## src/rtl/serial_word_rx.sv

```systemverilog
// Framed serial-to-parallel receiver: start bit, WIDTH data bits, stop bit, one bit per SER_EN strobe.
// Optional even-parity bit between data and stop when RX_PARITY_EN is defined.
module serial_word_rx #(
  parameter int unsigned WIDTH     = 4,
  parameter bit          MSB_FIRST = 1'b1
) (
  input  logic             CLK,
  input  logic             CLR,
  input  logic             SER_EN,
  input  logic             SER,
  output logic [WIDTH-1:0] Q,
  output logic             VALID,
  output logic             BUSY,
`ifdef RX_PARITY_EN
  output logic             PAR_ERR,
`endif
  output logic             FRAME_ERR
);

  localparam int unsigned CW = $clog2(WIDTH + 1);

`ifdef RX_PARITY_EN
  typedef enum logic [1:0] {S_IDLE = 2'd0, S_DATA = 2'd1, S_STOP = 2'd2, S_PARITY = 2'd3} state_e;
`else
  typedef enum logic [1:0] {S_IDLE = 2'd0, S_DATA = 2'd1, S_STOP = 2'd2} state_e;
`endif

  state_e           state_q, state_d;
  logic [CW-1:0]    cnt_q, cnt_d;
  logic [WIDTH-1:0] sbuf_q, sbuf_d;
  logic [WIDTH-1:0] q_q, q_d;
  logic             valid_q, valid_d;
  logic             busy_q, busy_d;
  logic             ferr_q, ferr_d;
  logic             par_bad_q, par_bad_d;
  logic [WIDTH-1:0] shifted_c;

  // Placement of the incoming bit decides which end of Q the first data bit lands on
  assign shifted_c = MSB_FIRST ? {sbuf_q[WIDTH-2:0], SER} : {SER, sbuf_q[WIDTH-1:1]};

  always_ff @(posedge CLK) begin
    if (CLR) begin
      state_q   <= S_IDLE;
      cnt_q     <= '0;
      sbuf_q    <= '0;
      q_q       <= '0;
      valid_q   <= 1'b0;
      busy_q    <= 1'b0;
      ferr_q    <= 1'b0;
      par_bad_q <= 1'b0;
    end else begin
      state_q   <= state_d;
      cnt_q     <= cnt_d;
      sbuf_q    <= sbuf_d;
      q_q       <= q_d;
      valid_q   <= valid_d;
      busy_q    <= busy_d;
      ferr_q    <= ferr_d;
      par_bad_q <= par_bad_d;
    end
  end

`ifdef RX_PARITY_EN
  logic perr_q, perr_d;

  always_ff @(posedge CLK) begin
    if (CLR) perr_q <= 1'b0;
    else     perr_q <= perr_d;
  end

  assign PAR_ERR = perr_q;
`endif

  always_comb begin
    state_d   = state_q;
    cnt_d     = cnt_q;
    sbuf_d    = sbuf_q;
    q_d       = q_q;
    valid_d   = 1'b0;
    busy_d    = busy_q;
    ferr_d    = 1'b0;
    par_bad_d = par_bad_q;
`ifdef RX_PARITY_EN
    perr_d    = 1'b0;
`endif
    if (SER_EN) begin
      case (state_q)
        S_IDLE: begin
          if (!SER) begin
            state_d   = S_DATA;
            cnt_d     = '0;
            busy_d    = 1'b1;
            par_bad_d = 1'b0;
          end
        end
        S_DATA: begin
          sbuf_d = shifted_c;
          cnt_d  = cnt_q + CW'(1);
          if (cnt_q == CW'(WIDTH - 1)) begin
`ifdef RX_PARITY_EN
            state_d = S_PARITY;
`else
            state_d = S_STOP;
`endif
          end
        end
`ifdef RX_PARITY_EN
        S_PARITY: begin
          par_bad_d = (^sbuf_q) ^ SER;
          state_d   = S_STOP;
        end
`endif
        S_STOP: begin
          state_d = S_IDLE;
          busy_d  = 1'b0;
          if (!SER) begin
            ferr_d = 1'b1;
          end else if (!par_bad_q) begin
            q_d     = sbuf_q;
            valid_d = 1'b1;
          end
`ifdef RX_PARITY_EN
          perr_d = par_bad_q;
`endif
        end
        default: begin
          state_d = S_IDLE;
          busy_d  = 1'b0;
        end
      endcase
    end
  end

  assign Q         = q_q;
  assign VALID     = valid_q;
  assign BUSY      = busy_q;
  assign FRAME_ERR = ferr_q;

endmodule

```

## config.mk

```make
export PLATFORM = sky130hd
export DESIGN_NAME = serial_word_rx
export DESIGN_NICKNAME = d
export VERILOG_FILES = /design/src/rtl/serial_word_rx.sv
export SDC_FILE = /design/constraint.sdc
export NUM_CORES = 1
export LEC_CHECK = 0
export CORE_MARGIN = 1
export CORE_UTILIZATION = 48
export DETAILED_ROUTE_END_ITERATION = 16
export PLACE_DENSITY = 0.73
export SETUP_SLACK_MARGIN = 0.5
export SYNTH_ARGS = -nofsm -noshare
export SYNTH_HDL_FRONTEND = slang
export SYNTH_SLANG_ARGS = --single-unit
```

## constraint.sdc

```tcl
create_clock -name CLK -period 1.3 [get_ports CLK]
set_input_delay 0.13 -clock CLK [delete_from_list [all_inputs] [get_ports CLK]]
set_output_delay 0.13 -clock CLK [all_outputs]
set_load 0.05 [all_outputs]
```

=== Word level (Yosys, flattened, before mapping) ===
Index checks and enable logic that the tools add are counted.
W data, S select, Z words.

* Register bits after elaboration: 16
* Latch bits: 0
* Bits in writable memories: 0
* ROM bits: 0
* Output and inout bits: 7
* Memories kept: 0

* $add $sub $neg: 1
* Multipliers: 0
* Divide/modulo/power cells: 0
* Magnitude comparators: 0
* Eq/ne operators: 5
* Shift-type cells: 0
* Multiplexer cells: 8
* Bitwise gates (word level): 4
* Reduce and logical (&&, ||, !) cells: 9

{| class="wikitable"
|+ Operators by type and width
! kind !! number
|-
| $reduce_and A3 Y1 || 4
|-
| $pmux W3 S2 || 1
|-
| $mux W2 || 2
|-
| $ne A2 B2 Y1 const B || 2
|-
| $not A1 Y1 || 4
|-
| $pmux W2 S2 || 1
|-
| $reduce_or A4 Y1 || 1
|-
| $add A3 B1 Y3 const B || 1
|-
| $eq A3 B2 Y1 const B || 1
|-
| $mux W3 || 1
|-
| $reduce_or A3 Y1 || 1
|-
| $eq A2 B1 Y1 const B || 1
|-
| $eq A2 B2 Y1 const B || 1
|-
| $logic_not A2 Y1 || 1
|-
| $mux W1 || 2
|-
| $pmux W1 S2 || 1
|-
| $reduce_and A2 Y1 || 1
|-
| $reduce_bool A2 Y1 || 1
|}

=== Longest topological paths before layout ===
Gate-level depths: netlist (run 1).

* Word-level depth: 3
* Mapped depth: 5
* Gate-level depth less buffers: 5

=== Worst setup path before layout (run 1) ===
No wires, ideal clock.

* Path kind: register -> register
* Start point: register state_q[1]
* End point: register q_q[0] (netlist: Q[0])
* Library setup time: 0.129 ns
* Data arrival time: 0.925 ns
* Path slack: 0.246 ns
* Cell stages (with the launch flop): 5
* Period minus slack after synthesis: 1.054 ns
* Cell sequence: dfxtp_1 -> buf_2 -> nand4b_1 -> mux2i_1 -> nor2_1

* Longest elaborated chain between the ends: 2

{| class="wikitable"
|+ RTL lines
! what !! RTL line !! text
|-
| from (decl) || 28 || <nowiki>state_e state_q, state_d;</nowiki>
|-
| from (signal assigned) || 52 || <nowiki>state_q <= state_d;</nowiki>
|-
| $eq A2 B2 Y1 || 87 || <nowiki>case (state_q)</nowiki>
|-
| $reduce_and A3 Y1 (no source line) || -- ||
|-
| to (signal assigned) || 55 || <nowiki>q_q <= q_d;</nowiki>
|-
| to (decl) || 31 || <nowiki>logic [WIDTH-1:0] q_q, q_d;</nowiki>
|}

No other way between the ends.
A chain may end at the register's enable or synchronous reset.

=== Final worst setup path (run 1) ===
* Start point: register state_q[0]
* End point: register state_q[0]

* Longest elaborated chain between the ends: 3
* Elaborated cells between the ends (all ways): 6
* Those cells by class: eq/ne: 3; mux: 1; reduce/logical: 2

{| class="wikitable"
|+ RTL lines
! what !! RTL line
|-
| $eq A2 B1 Y1 / $logic_not A2 Y1 (equally long branches) || 87
|-
| $ne A2 B2 Y1 (no source line) || --
|-
| $reduce_and A3 Y1 (no source line) || --
|}

Parallel ways exist; a longest one is shown, timed or not.

==> impl_metrics.ini, run 1 <==
[floorplan]
initial_core_util_pct = 54.5
core-area_um2 = 1160
die_area_um2 = 1460
fp.dieW_um = 38.2
std_cell_rows = 12
fp.dieH_um = 38.2
pin_count = 11

[grt]
first_global_vias = 484
grt-ovfl-total = 0
grt.met2_usage_pct = 35.6
grt_first_pass_wirelength_um = 2230
grt_use_met3_pct = 5.23
overall_routing_resource_usage_pct = 23.5
grt_max_degree = 17
busiest_layer = met2
global_route.usage.met1_pct = 30.4
number_of_antenna_violations_at_the_first_check_in_global_routing = 0

[logic_synthesis]
avgSynthCellArea_um2 = 9.27
number_of_distinct_library_cell_variants_in_the_gate_level_netlist_after_synthesis = 21
synth-edff-count = 0
number_of_synthesized_register_bits = 16
synth-warning-count = 0
mappedNetlistArea_um2 = 631
postSynthCellCount = 68
seq_area_frac_synth_pct = 50.8
synth_flop_cell = dfxtp_1
ffs_w_async_s_r_synth_pct = 0
synth.net_count = 74

[power]
p_leak_nw = 0.401
pwr_density_cell_nw_per_um2 = 926
vdd_drop_max_uv = 695

[hold_path]
min-delay-path-class = primary input to flip-flop

[route]
drc = 0
routed_wire_length_per_instance_um = 14.4
dr_total_vias = 541
detail-route-antenna-nets = 0
wl_um = 1470
drt-initial-drc-count = 17
first_pass_iters = 4
vias_per_cell = 5.30

[clock_network]
clkTransAtPathRegs_ps = 90
clock_tree_from_tritoncts = done
clock_sinks = 16
cts-root-buf = clkbuf_4
worst_skew_late_latency_ps = 300
cts_buffers = 3
clock_tree.buffer_depth = 2
h-tree-depth = 1

[setup_path]
timing_worst_setup_path_type = flip-flop to flip-flop
worstPathArrival_ps = 1310
critPathMaxStageDelay_ps = 400
critical_path_cell_by_cell = or3b_4 -> a2bb2oi_2 -> nor2_2
slowest_stage = or3b_4
cp_endpoint_kind = flip-flop
nature_of_the_critical_path_startpoint = flip-flop
critical_path_rt_ps = 1540
critPathMaxFanout = 5

[timing]
final_max_slew_viol_count = 0
timing.final.hold_violations = 0
post-route-worst-setup-slack_ps = 230
finalCritPeriodShare_pct = 82.3
fmax_mhz = 934
finalCriticalPeriod_ps = 1070
hold_slack_ps = 350
final-setup-viol-count = 0
rsz0062_at_grt = yes
timing.clock.skew_ps = 1.21
tightestPinTransition_ps = 212
slew_headroom_pct = 85.9

[final_layout]
area_growth_syn_to_layout_pct = 59.5
antenna_cells = 0
mostFrequentLayoutCells = buf_4 (9), dfxtp_2 (8), nand2_1 (8)
layout.cells.most_common = buf_4
finalNetCount = 95
layout_fillers = 50
drive_above_1_share_pct = 54.5

[outcome]
status = completed

[placed_design]
dp_worst_setup_slack_ps = -75.0
detailed_place_hpwl_um = 746
finalWeightedCongestion = 0.773
portBuffers = 10

[run]
maxCapViolations = 0
==> repair_timing <==
action,in CTS,in global routing
resized for setup,22,7
hold buffers,0,0
hold endpoints to repair,0,0
pin swaps,8,6
endpoints found under the setup margin,23,23
buffers inserted,2,3
==> final cells by class <==
class	count	area, um2	area share, %
Inverter	2	7.51	0.746
Sequential cell	16	338	33.6
Tap cell	14	17.5	1.74
Clock buffer	4	36.3	3.61
Multi-Input combinational cell	46	359	35.7
Timing Repair Buffer	20	248	24.6
==> metal layers <==
metal | share of wire [%] | wire [um] | vias to the layer above
li1 | - | - | 268
met1 | 45 | 659 | 252
met2 | 49 | 713 | 16
met3 | 3.9 | 57 | 5
met4 | 2.5 | 36 | 0
met5 | 0 | 0 | -
==> path summary, 6_finish.rpt <==
| check | from | endpoint | slack [ps] | cells after the start |
|---|---|---|---|---|
| setup / recovery | state_q[0] | state_q[0] | 230 | 3 |
| hold / removal | SER_EN | BUSY | 350 | 3 |
| setup reg to reg | state_q[0] | state_q[0] | 230 | 3 |
| hold reg to reg | sbuf_q[3] | sbuf_q[3] | 470 | 2 |
==> sequential cells by signal, summed over array words and instances, names as in the netlist <==
register / flops
cnt_q: 3
state_q: 2
sbuf_q: 4
FRAME_ERR: 1
Q: 4
VALID: 1
BUSY: 1
==> metrics by stage <==
step	cells	setup TNS, ps	util (%)	total power, mW	cell area (um2)
finish	102	0	87.0	0.932	1010
global route	102	0	87.0	0.962	1010
CTS	99	0	83.4	0.923	965
detailed placement	93	-198	73.6	0.590	851
global placement	93	-93.0	73.6	0.590	851
floorplan	68	0	-	0.556	657
==> kinds of logic (layout without fill, tap and decap cells) <==
| kind of cell | Yosys count | after routing | share of synthesized area (%) |
|---|---|---|---|
| simple gates | 26 | 26 | 21.6 |
| flops | 16 | 16 | 50.8 |
| compound gates | 14 | 14 | 13.3 |
| buf+inv | 6 | 26 | 3.97 |
| mux | 4 | 4 | 6.35 |
| fa+ha+maj | 2 | 2 | 3.97 |
==> report_power, final <==
| part | leakage (nW) | switching, mW | total, mW | internal (mW) |
|---|---|---|---|---|
| sequential | 0.135 | 0.00810 | 0.503 | 0.495 |
| combinational | 0.245 | 0.0460 | 0.0883 | 0.0423 |
| clock | 0.0210 | 0.170 | 0.341 | 0.171 |
| total | 0.401 | 0.224 | 0.932 | 0.708 |
==> critical path: cells and delay by family, from the launching register on <==
family | cells | cell delay, ps
AO/OA/AOI/OAI | 1 | 150
AND/OR/NAND/NOR | 2 | 480
flip-flops | 1 | 370
==> cell usage after synthesis (2+ instances only) <==
library cell | number | area, um2
buf_2 | 2 | 10.0
nand2b_1 | 3 | 18.8
nor2_1 | 6 | 22.5
mux2i_1 | 4 | 40.0
nand2_1 | 9 | 33.8
clkbuf_1 | 2 | 7.51
ha_1 | 2 | 25.0
o21ai_0 | 4 | 20.0
dfxtp_1 | 16 | 320
a21oi_1 | 8 | 40.0
inv_1 | 2 | 7.51
Note: power is estimated with default switching activity, not from simulation.
==> run 2: changes to the inputs <==
- clock period: 1.3 -> 1.09 ns (I/O delays scaled with it)
==> run 2 against run 1 <==
Hold slack got worse by 170 ps. Sequential share of layout area rose by 0.21 points. Global-route usage rose by 0.12 points. Register-to-register slack got worse by 220 ps. Power rose by 8.9%. Combinational power rose by 30%. Core utilization fell by 0.22 points. First-iteration DRC count fell by 47%. Die area did not move. Highest routed layer unchanged.
==> impl_metrics.ini, run 2 (same netlist as run 1, synthesis figures left out) <==
[outcome]
status = completed

[power]
power.net_switching_mw = 0.237
power_report.internal_total_mw = 0.778
p_leak_nw = 0.415
pwr_density_cell_nw_per_um2 = 1010
power_frac_clock_pct = 29.6
p_comb_share_pct = 11.3
power.switching_fraction_pct = 23.4
power.share.sequential_pct = 59.1
vdd_drop_max_uv = 705

[hold_path]
whs_path_depth = 3
min-delay-path-class = primary input to flip-flop

[route]
drc = 0
drt-initial-drc-count = 9
routed_wire_length_per_instance_um = 14.0
vias_per_cell = 5.39
first_pass_iters = 4
wl_um = 1420
detail-route-antenna-nets = 0
dr_total_vias = 544

[clock_network]
cts-root-buf = clkbuf_4
clock_sinks = 16
h-tree-depth = 1
cts_buffers = 3
cts-hold-fix-buffers = 0
clock_tree_from_tritoncts = done
clkTransAtPathRegs_ps = 90
worst_skew_late_latency_ps = 280
clock_tree.buffer_depth = 2

[final_layout]
drive_above_1_share_pct = 52.9
layout_fillers = 50
finalNetCount = 95
layout.cells.most_common = dfxtp_2
area_growth_syn_to_layout_pct = 59.1
mostFrequentLayoutCells = dfxtp_2 (9), nand2_1 (8), buf_12 (8), buf_4 (8)
antenna_cells = 0

[grt]
overall_routing_resource_usage_pct = 23.6
grt-ovfl-total = 0
grt_first_pass_wirelength_um = 2300
first_global_vias = 538
grt_max_degree = 17
number_of_antenna_violations_at_the_first_check_in_global_routing = 0

[timing]
finalCritPeriodShare_pct = 99.3
hold_slack_ps = 179
timing.clock.skew_ps = 8.63
slew_headroom_pct = 85.4
tightestPinTransition_ps = 218
final-setup-viol-count = 0
timing.final.hold_violations = 0
final_max_slew_viol_count = 0
fin_setup_tns_ps = 0
rsz0062_at_grt = yes
finalCriticalPeriod_ps = 1080
post-route-worst-setup-slack_ps = 7.44
fmax_mhz = 924

[setup_path]
critical_path_rt_ps = 1290
critical_path_cell_by_cell = or3b_4 -> a221oi_2
slowest_stage = or3b_4
timing_worst_setup_path_type = flip-flop to flip-flop
timing.reg2reg.worst_path_depth = 2
critPathMaxFanout = 5
critPathMaxStageDelay_ps = 400
cp_endpoint_kind = flip-flop
worstPathArrival_ps = 1280
nature_of_the_critical_path_startpoint = flip-flop

[placed_design]
dp_worst_setup_slack_ps = -256
portBuffers = 10
detailed_place_hpwl_um = 881
finalWeightedCongestion = 0.744

[floorplan]
std_cell_rows = 12
core-area_um2 = 1160
fp.dieH_um = 38.2
fp.dieW_um = 38.2
die_area_um2 = 1460
pin_count = 11
initial_core_util_pct = 54.5

[run]
maxCapViolations = 0
==> run 2: changes by cell type in the layout (fill, tap and decap cells not counted), sizes merged <==
cell | previous run | this run
clkbuf | 4 | 3
dlygate4sd2 | 1 | 0
dlymetal6s2s | 0 | 1
==> run 2: worst max-delay path: cells and delay by family (launching register included) <==
family	cells	cell delay (ps)
simple gates	1	400
flops	1	370
compound gates	1	220
==> run 2: stage by stage <==
stage | area (um2) | total power, mW | cells | utilization (%)
2_1_floorplan | 659 | 0.664 | 68 | -
3_3_place_gp | 875 | 0.713 | 94 | 75.6
3_5_place_dp | 875 | 0.715 | 94 | 75.6
4_1_cts | 991 | 1.02 | 100 | 85.7
5_1_grt | 1000 | 1.05 | 101 | 86.8
6_report | 1000 | 1.01 | 101 | 86.8
==> run 2: cell type report <==
type	instances	area, um2	area share (%)
inverter	2	7.51	0.748
multi-input combinational	46	353	35.2
timing repair buffer	20	264	26.3
sequential	16	339	33.8
clock buffer	3	22.5	2.24
tap	14	17.5	1.75
==> run 2: worst paths after layout <==
kind | start | slack [ps] | endpoint
worst min-delay path | SER_EN | 180 | BUSY
worst min register to register | sbuf_q[3] | 470 | sbuf_q[3]
worst max register to register | state_q[0] | 7 | BUSY
worst max-delay path | state_q[0] | 7 | BUSY
==> run 2: metal layers <==
| layer | vias up | part of all wire (%) | GRT usage, % |
|---|---|---|---|
| met5 | - | 0 | 0 |
| met1 | 254 | 45 | 27.1 |
| li1 | 272 | - | - |
| met2 | 12 | 49 | 38.6 |
| met3 | 6 | 3.0 | 6.40 |
| met4 | 0 | 3.0 | 14.3 |
==> run 2: what timing repair did <==
action | CTS | global route
setup endpoints to repair | 23 | 23
buffers inserted | 3 | 1
pin swaps | 7 | 2
resized for setup | 22 | 4
==> run 2: power by group through the flow <==
stage          Clock [mW]  Combinational [mW]  Sequential, mW
6_report            0.300               0.115           0.600
5_1_grt             0.323               0.123           0.601
2_1_floorplan           0              0.0418           0.622
3_5_place_dp            0              0.0992           0.616
3_3_place_gp            0              0.0974           0.616
4_1_cts             0.304               0.113           0.600
==> run 3: changes to the inputs <==
- TNS_END_PERCENT: default -> 20
==> run 3 against run 2 <==
Power grew 9.5%. Critical endpoint is now Q[0]. Critical path type unchanged. Clock skew shrank 6.6 ps. Die area is the same. Via count shrank 3.7%. Highest routed layer unchanged. Register-to-register slack is essentially flat. Clock power grew 35%. Non-clock buffer count shrank 1. Count of clock-buffer cells in the layout grew 1. Global-route usage grew 1.0 points. Hold slack gained 130 ps. First-iteration DRC count shrank 11%.
==> impl_metrics.ini, run 3 (same netlist as run 1, synthesis figures left out) <==
[timing]
hold_slack_ps = 307
fin_setup_tns_ps = 0
finalCritPeriodShare_pct = 98.1
timing.final.hold_violations = 0
final_max_slew_viol_count = 0
final-setup-viol-count = 0
timing.clock.skew_ps = 2.06
finalCriticalPeriod_ps = 1070
tightestPinTransition_ps = 236
fmax_mhz = 935
slew_headroom_pct = 84.3
rsz0062_at_grt = yes

[clock_network]
cts_buffers = 3
h-tree-depth = 1
clock_sinks = 16
cts-root-buf = clkbuf_4
worst_skew_late_latency_ps = 290
clkTransAtPathRegs_ps = 100
clock_tree_from_tritoncts = done
clock_tree.buffer_depth = 2

[route]
routed_wire_length_per_instance_um = 15.1
vias_per_cell = 5.19
wl_um = 1530
drc = 0
wl_met3_um = 47
met1Wirelength_um = 740
first_pass_iters = 4
detail-route-antenna-nets = 0
top_layer_used = met4
dr_total_vias = 524
met2_wirelength_um = 725
drt-initial-drc-count = 8

[grt]
grt_first_pass_wirelength_um = 2390
overall_routing_resource_usage_pct = 24.7
number_of_antenna_violations_at_the_first_check_in_global_routing = 0
grt_max_degree = 10
grt-ovfl-total = 0
first_global_vias = 517

[setup_path]
timing_worst_setup_path_type = flip-flop to flip-flop
register_to_register_setup_slack_ps = 20
critical_path_rt_ps = 1280
critPathMaxFanout = 5
slowest_stage = dfxtp_4
startpoint_of_the_worst_setup_timing_path = state_q[0]
worstPathArrival_ps = 1260
launch_point_of_the_worst_reg_to_reg_path = state_q[0]
critical_path_cell_by_cell = nand4b_1 -> buf_6 -> mux2i_1 -> nor2_1
crit_end = Q[0]
r2r_end = Q[0]
timing.reg2reg.worst_path_depth = 4
critPathMaxStageDelay_ps = 370
nature_of_the_critical_path_startpoint = flip-flop
cp_endpoint_kind = flip-flop

[final_layout]
area_growth_syn_to_layout_pct = 57.7
post-route-util_pct = 86.0
drive_above_1_share_pct = 54.0
antenna_cells = 0
postLayoutCellArea_um2 = 995
mostFrequentLayoutCells = dfxtp_2 (8), buf_4 (8), buf_12 (7)
finalNetCount = 94
stdcell_count = 101

[power]
vdd_drop_max_uv = 1150
pwr_density_cell_nw_per_um2 = 1120
power.switching_fraction_pct = 23.9
power_report.internal_total_mw = 0.845
p_leak_nw = 0.405
power.share.sequential_pct = 54.0
p_comb_share_pct = 9.7
power.net_switching_mw = 0.266
power_frac_clock_pct = 36.3

[floorplan]
initial_core_util_pct = 54.5
fp.dieW_um = 38.2
fp.dieH_um = 38.2
core-area_um2 = 1160
std_cell_rows = 12
die_area_um2 = 1460
pin_count = 11

[placed_design]
placed_cells = 95
detailed_place_hpwl_um = 828
postPlaceCellArea_um2 = 853
finalWeightedCongestion = 0.736
portBuffers = 10

[outcome]
status = completed

[hold_path]
min-delay-path-class = primary input to flip-flop
whs_path_depth = 3

[run]
maxCapViolations = 0
run 3: cell types whose count changed in the layout (fill, tap and decap cells not counted), moves of 2 or more:
cell and change:
a21oi_1 -2, a21oi_2 +2, nand2_1 -2, nand2_2 +2, o21ai_0 +2
run 3: worst min path at each step:
stage	to	start	slack, ps
finish	BUSY	SER_EN	310
floorplan	BUSY	SER_EN	200
detailed placement	sbuf_q[3]	sbuf_q[3]	460
global placement	sbuf_q[3]	sbuf_q[3]	450
global route	BUSY	SER_EN	340
CTS	BUSY	SER_EN	310
run 3: area by class of cell:
cell class	count	area, um2
Multi-Input combinational cell	46	355
Sequential cell	16	338
Timing Repair Buffer	19	240
Fill cell	62	161
Clock buffer	4	36.3
Tap cell	14	17.5
Inverter	2	7.51
run 3: layer usage:
| layer | vias to the layer above | global-route usage [%] |
|---|---|---|
| met5 | - | 0 |
| met4 | 0 | 10.7 |
| met3 | 2 | 6.98 |
| met2 | 12 | 37.7 |
| met1 | 239 | 32.1 |
| li1 | 271 | - |
run 3: critical path, delay by kind of cell (launching register included):
family,cells,cell delay (ps)
flip-flops,1,370
multiplexers,1,150
AND/OR/NAND/NOR,2,280
buffers and inverters,1,170
run 3: power groups by stage:
| stage | sequential [mW] | combinational [mW] | clock [mW] |
|---|---|---|---|
| 6_report | 0.600 | 0.108 | 0.404 |
| 5_1_grt | 0.601 | 0.115 | 0.433 |
| 4_1_cts | 0.602 | 0.101 | 0.392 |
| 3_5_place_dp | 0.615 | 0.0891 | 0 |
| 3_3_place_gp | 0.615 | 0.0881 | 0 |
| 2_1_floorplan | 0.621 | 0.0363 | 0 |
run 3: stage by stage:
| stage | total power [mW] | setup slack, ps |
|---|---|---|
| after floorplan | 0.657 | 54.2 |
| after global placement | 0.703 | -247 |
| after detailed placement | 0.704 | -295 |
| after CTS | 1.09 | -7.01 |
| after global routing | 1.15 | -29.0 |
| final | 1.11 | 20.4 |
run 3: timing repair:
action / in CTS / in global routing
hold buffers: 0 / 0
endpoints found under the setup margin: 23 / 23
setup buffers: 2 / 0
endpoints found under the hold margin: 0 / 0
pin swaps: 24 / 17
resized for setup: 23 / 8
==> edit (flow settings as in run 1) <==
Build with the macro `RX_PARITY_EN` defined.
--- a/src/rtl/serial_word_rx.sv
+++ b/src/rtl/serial_word_rx.sv
@@ -2,2 +2,4 @@
 // Optional even-parity bit between data and stop when RX_PARITY_EN is defined.
+`define RX_PARITY_EN
+
 module serial_word_rx #(
Check against the original RTL (old outputs only; new: PAR_ERR): not equivalent (Yosys sat finds a counterexample within 10 cycles, from zero or initial values).
==> edit against run 1 <==
  * Final area up 35%
  * Wire length is 76% higher
  * Critical path depth did not move
  * Die area rose by 23%
  * Sequential cell count increased by 2
  * Via count rose by 43%
  * Setup slack lost 0.20 ns
  * Total power rose by 19%
  * Area after synthesis is 24% higher
  * Hold slack got worse by 0.0066 ns
  * Combinational power is 88% higher
  * Global-route usage is 1.3 points higher
  * Critical path type unchanged
==> edit: results (changes against run 1) <==
\begin{tabular}{lr}
\hline
Metric & Value \\
\hline
\multicolumn{2}{l}{\textbf{Outcome}} \\
Run status & finished, final reports clean (unchanged) \\
\multicolumn{2}{l}{\textbf{Power}} \\
Sw Share & 0.272 (was 0.240) \\
Maximum vdd ir drop & 0.755 mV (was 0.695 mV) \\
Leakage power summed over all cells & 0.565 nW (was 0.401 nW) \\
\multicolumn{2}{l}{\textbf{Placed design}} \\
Cell total after placement & 112 (was 93) \\
Worst slack at placement & -0.127 ns (was -0.0750 ns) \\
Weighted congestion at the end of routability-driven global placement & 0.723 (was 0.773) \\
DP Area & 0.00107 mm² (was 851 µm²) \\
HPWL reported at the end of detailed placement & 1150 µm (was 746 µm) \\
\multicolumn{2}{l}{\textbf{Critical path}} \\
Crit-path max FO & 2 (was 5) \\
Arrival time of the worst setup path & 1.48 ns (was 1.31 ns) \\
\multicolumn{2}{l}{\textbf{Global routing}} \\
Grt met3 use & 0.0259 (was 0.0523) \\
Global-route wire length before repair & 3110 µm (was 2230 µm) \\
Tot GR Track Use & 0.248 (was 0.235) \\
Number of global-route vias before repair & 677 (was 484) \\
Grt met2 use & 0.406 (was 0.356) \\
\multicolumn{2}{l}{\textbf{Finish}} \\
Proportion of layout cells with a drive suffix above 1 & 0.661 (was 0.545) \\
Number of nets at the end of the flow & 122 (was 95) \\
\multicolumn{2}{l}{\textbf{Yosys}} \\
Number of nets in the synthesized netlist & 89 (was 74) \\
Post-synthesis average cell area & 9.41 µm² (was 9.27 µm²) \\
Seq/Total Area, Yosys & 0.462 (was 0.508) \\
Count of unique library cells instantiated by Yosys & 26 (was 21) \\
Top cells by count, synth & dfxtp\_1 (18), a21oi\_1 (9), nor2\_1 (7), o21ai\_0 (7) (was dfxtp\_1 (16), nand2\_1 (9), a21oi\_1 (8), nor2\_1 (6)) \\
Flip-flop and latch count after synthesis & 18 (was 16) \\
\multicolumn{2}{l}{\textbf{STA}} \\
Max-slew headroom & 0.817 (was 0.859) \\
\multicolumn{2}{l}{\textbf{Min path}} \\
Number of cells on the worst hold path & 3 (unchanged) \\
\multicolumn{2}{l}{\textbf{Route}} \\
Router iterations before antenna repair & 7 (was 4) \\
Via-per-instance ratio & 5.91 (was 5.30) \\
Vias after detailed routing & 774 (was 541) \\
Violation count after the first detailed-routing iteration & 19 (was 17) \\
\multicolumn{2}{l}{\textbf{Clock network}} \\
Worst skew pair latency & 0.32 ns (was 0.30 ns) \\
\hline
\end{tabular}
-- edit: cell types whose count changed in the layout (fill, tap and decap cells not counted), sizes merged, moves of 2 or more --
cell,before,now
buf,17,32
nand2,9,2
nand4,0,4
a211oi,0,3
nor3,0,3
o21ai,4,7
dfxtp,16,18
nor2b,1,3
-- edit: kinds of logic after synthesis --
family | after synthesis | synth area share
compound gates | 20 | 0.146
flops | 18 | 0.462
xor+xnor | 3 | 0.0513
mux | 4 | 0.0513
fa+ha+maj | 2 | 0.0320
buf+inv | 9 | 0.0577
simple gates | 27 | 0.200
-- edit: metal layers --
metal | wire length, µm | vias up
met3 | 103 | 9
met1 | 991 | 374
met5 | 0 | -
li1 | - | 358
met4 | 107 | 0
met2 | 1370 | 33
-- edit: power by group through the flow --
stage	Clock [mW]	Sequential [mW]	Combinational (mW)
after CTS	0.348	0.570	0.134
after global routing	0.388	0.569	0.172
final	0.373	0.568	0.166
after floorplan	0	0.585	0.0683
after global placement	0	0.585	0.0995
after detailed placement	0	0.586	0.102
-- edit: through the flow --
step	power (mW)	TNS (ns)	utilization	hold WS, ns
finish	1.11	0	0.904	0.343
global route	1.13	0	0.904	0.359
CTS	1.05	0	0.816	0.317
detailed placement	0.688	-0.725	0.708	0.471
global placement	0.685	-0.480	0.708	0.454
floorplan	0.653	0	-	0.375
-- edit: final cells by class --
cell class                      count  area [µm²]
Clock buffer                        4        36.3
Multi-Input combinational cell     56         523
Sequential cell                    18         385
Tap cell                           16        20.0
Fill cell                          58         144
Inverter                            2        7.51
Timing Repair Buffer               35         390
-- edit: worst paths after layout --
path | from | to | slack [ns]
worst min register to register | cnt_q[1] | cnt_q[1] | 0.50
worst max register to register | sbuf_q[1] | par_bad_q | 0.03
worst min-delay path | SER | FRAME_ERR | 0.34
worst max-delay path | sbuf_q[1] | par_bad_q | 0.03
-- edit: critical path: cells and delay by family (launching register included) --
family | cells | cell delay, ns
AO/OA/AOI/OAI | 1 | 0.26
flip-flops | 1 | 0.34
XOR/XNOR | 2 | 0.57
-- edit: timing repair --
item / CTS / global route
pin swaps: 8 / 8
setup buffers: 9 / 6
endpoints found under the setup margin: 26 / 26
gates cloned: 0 / 0
gates resized for setup: 24 / 21
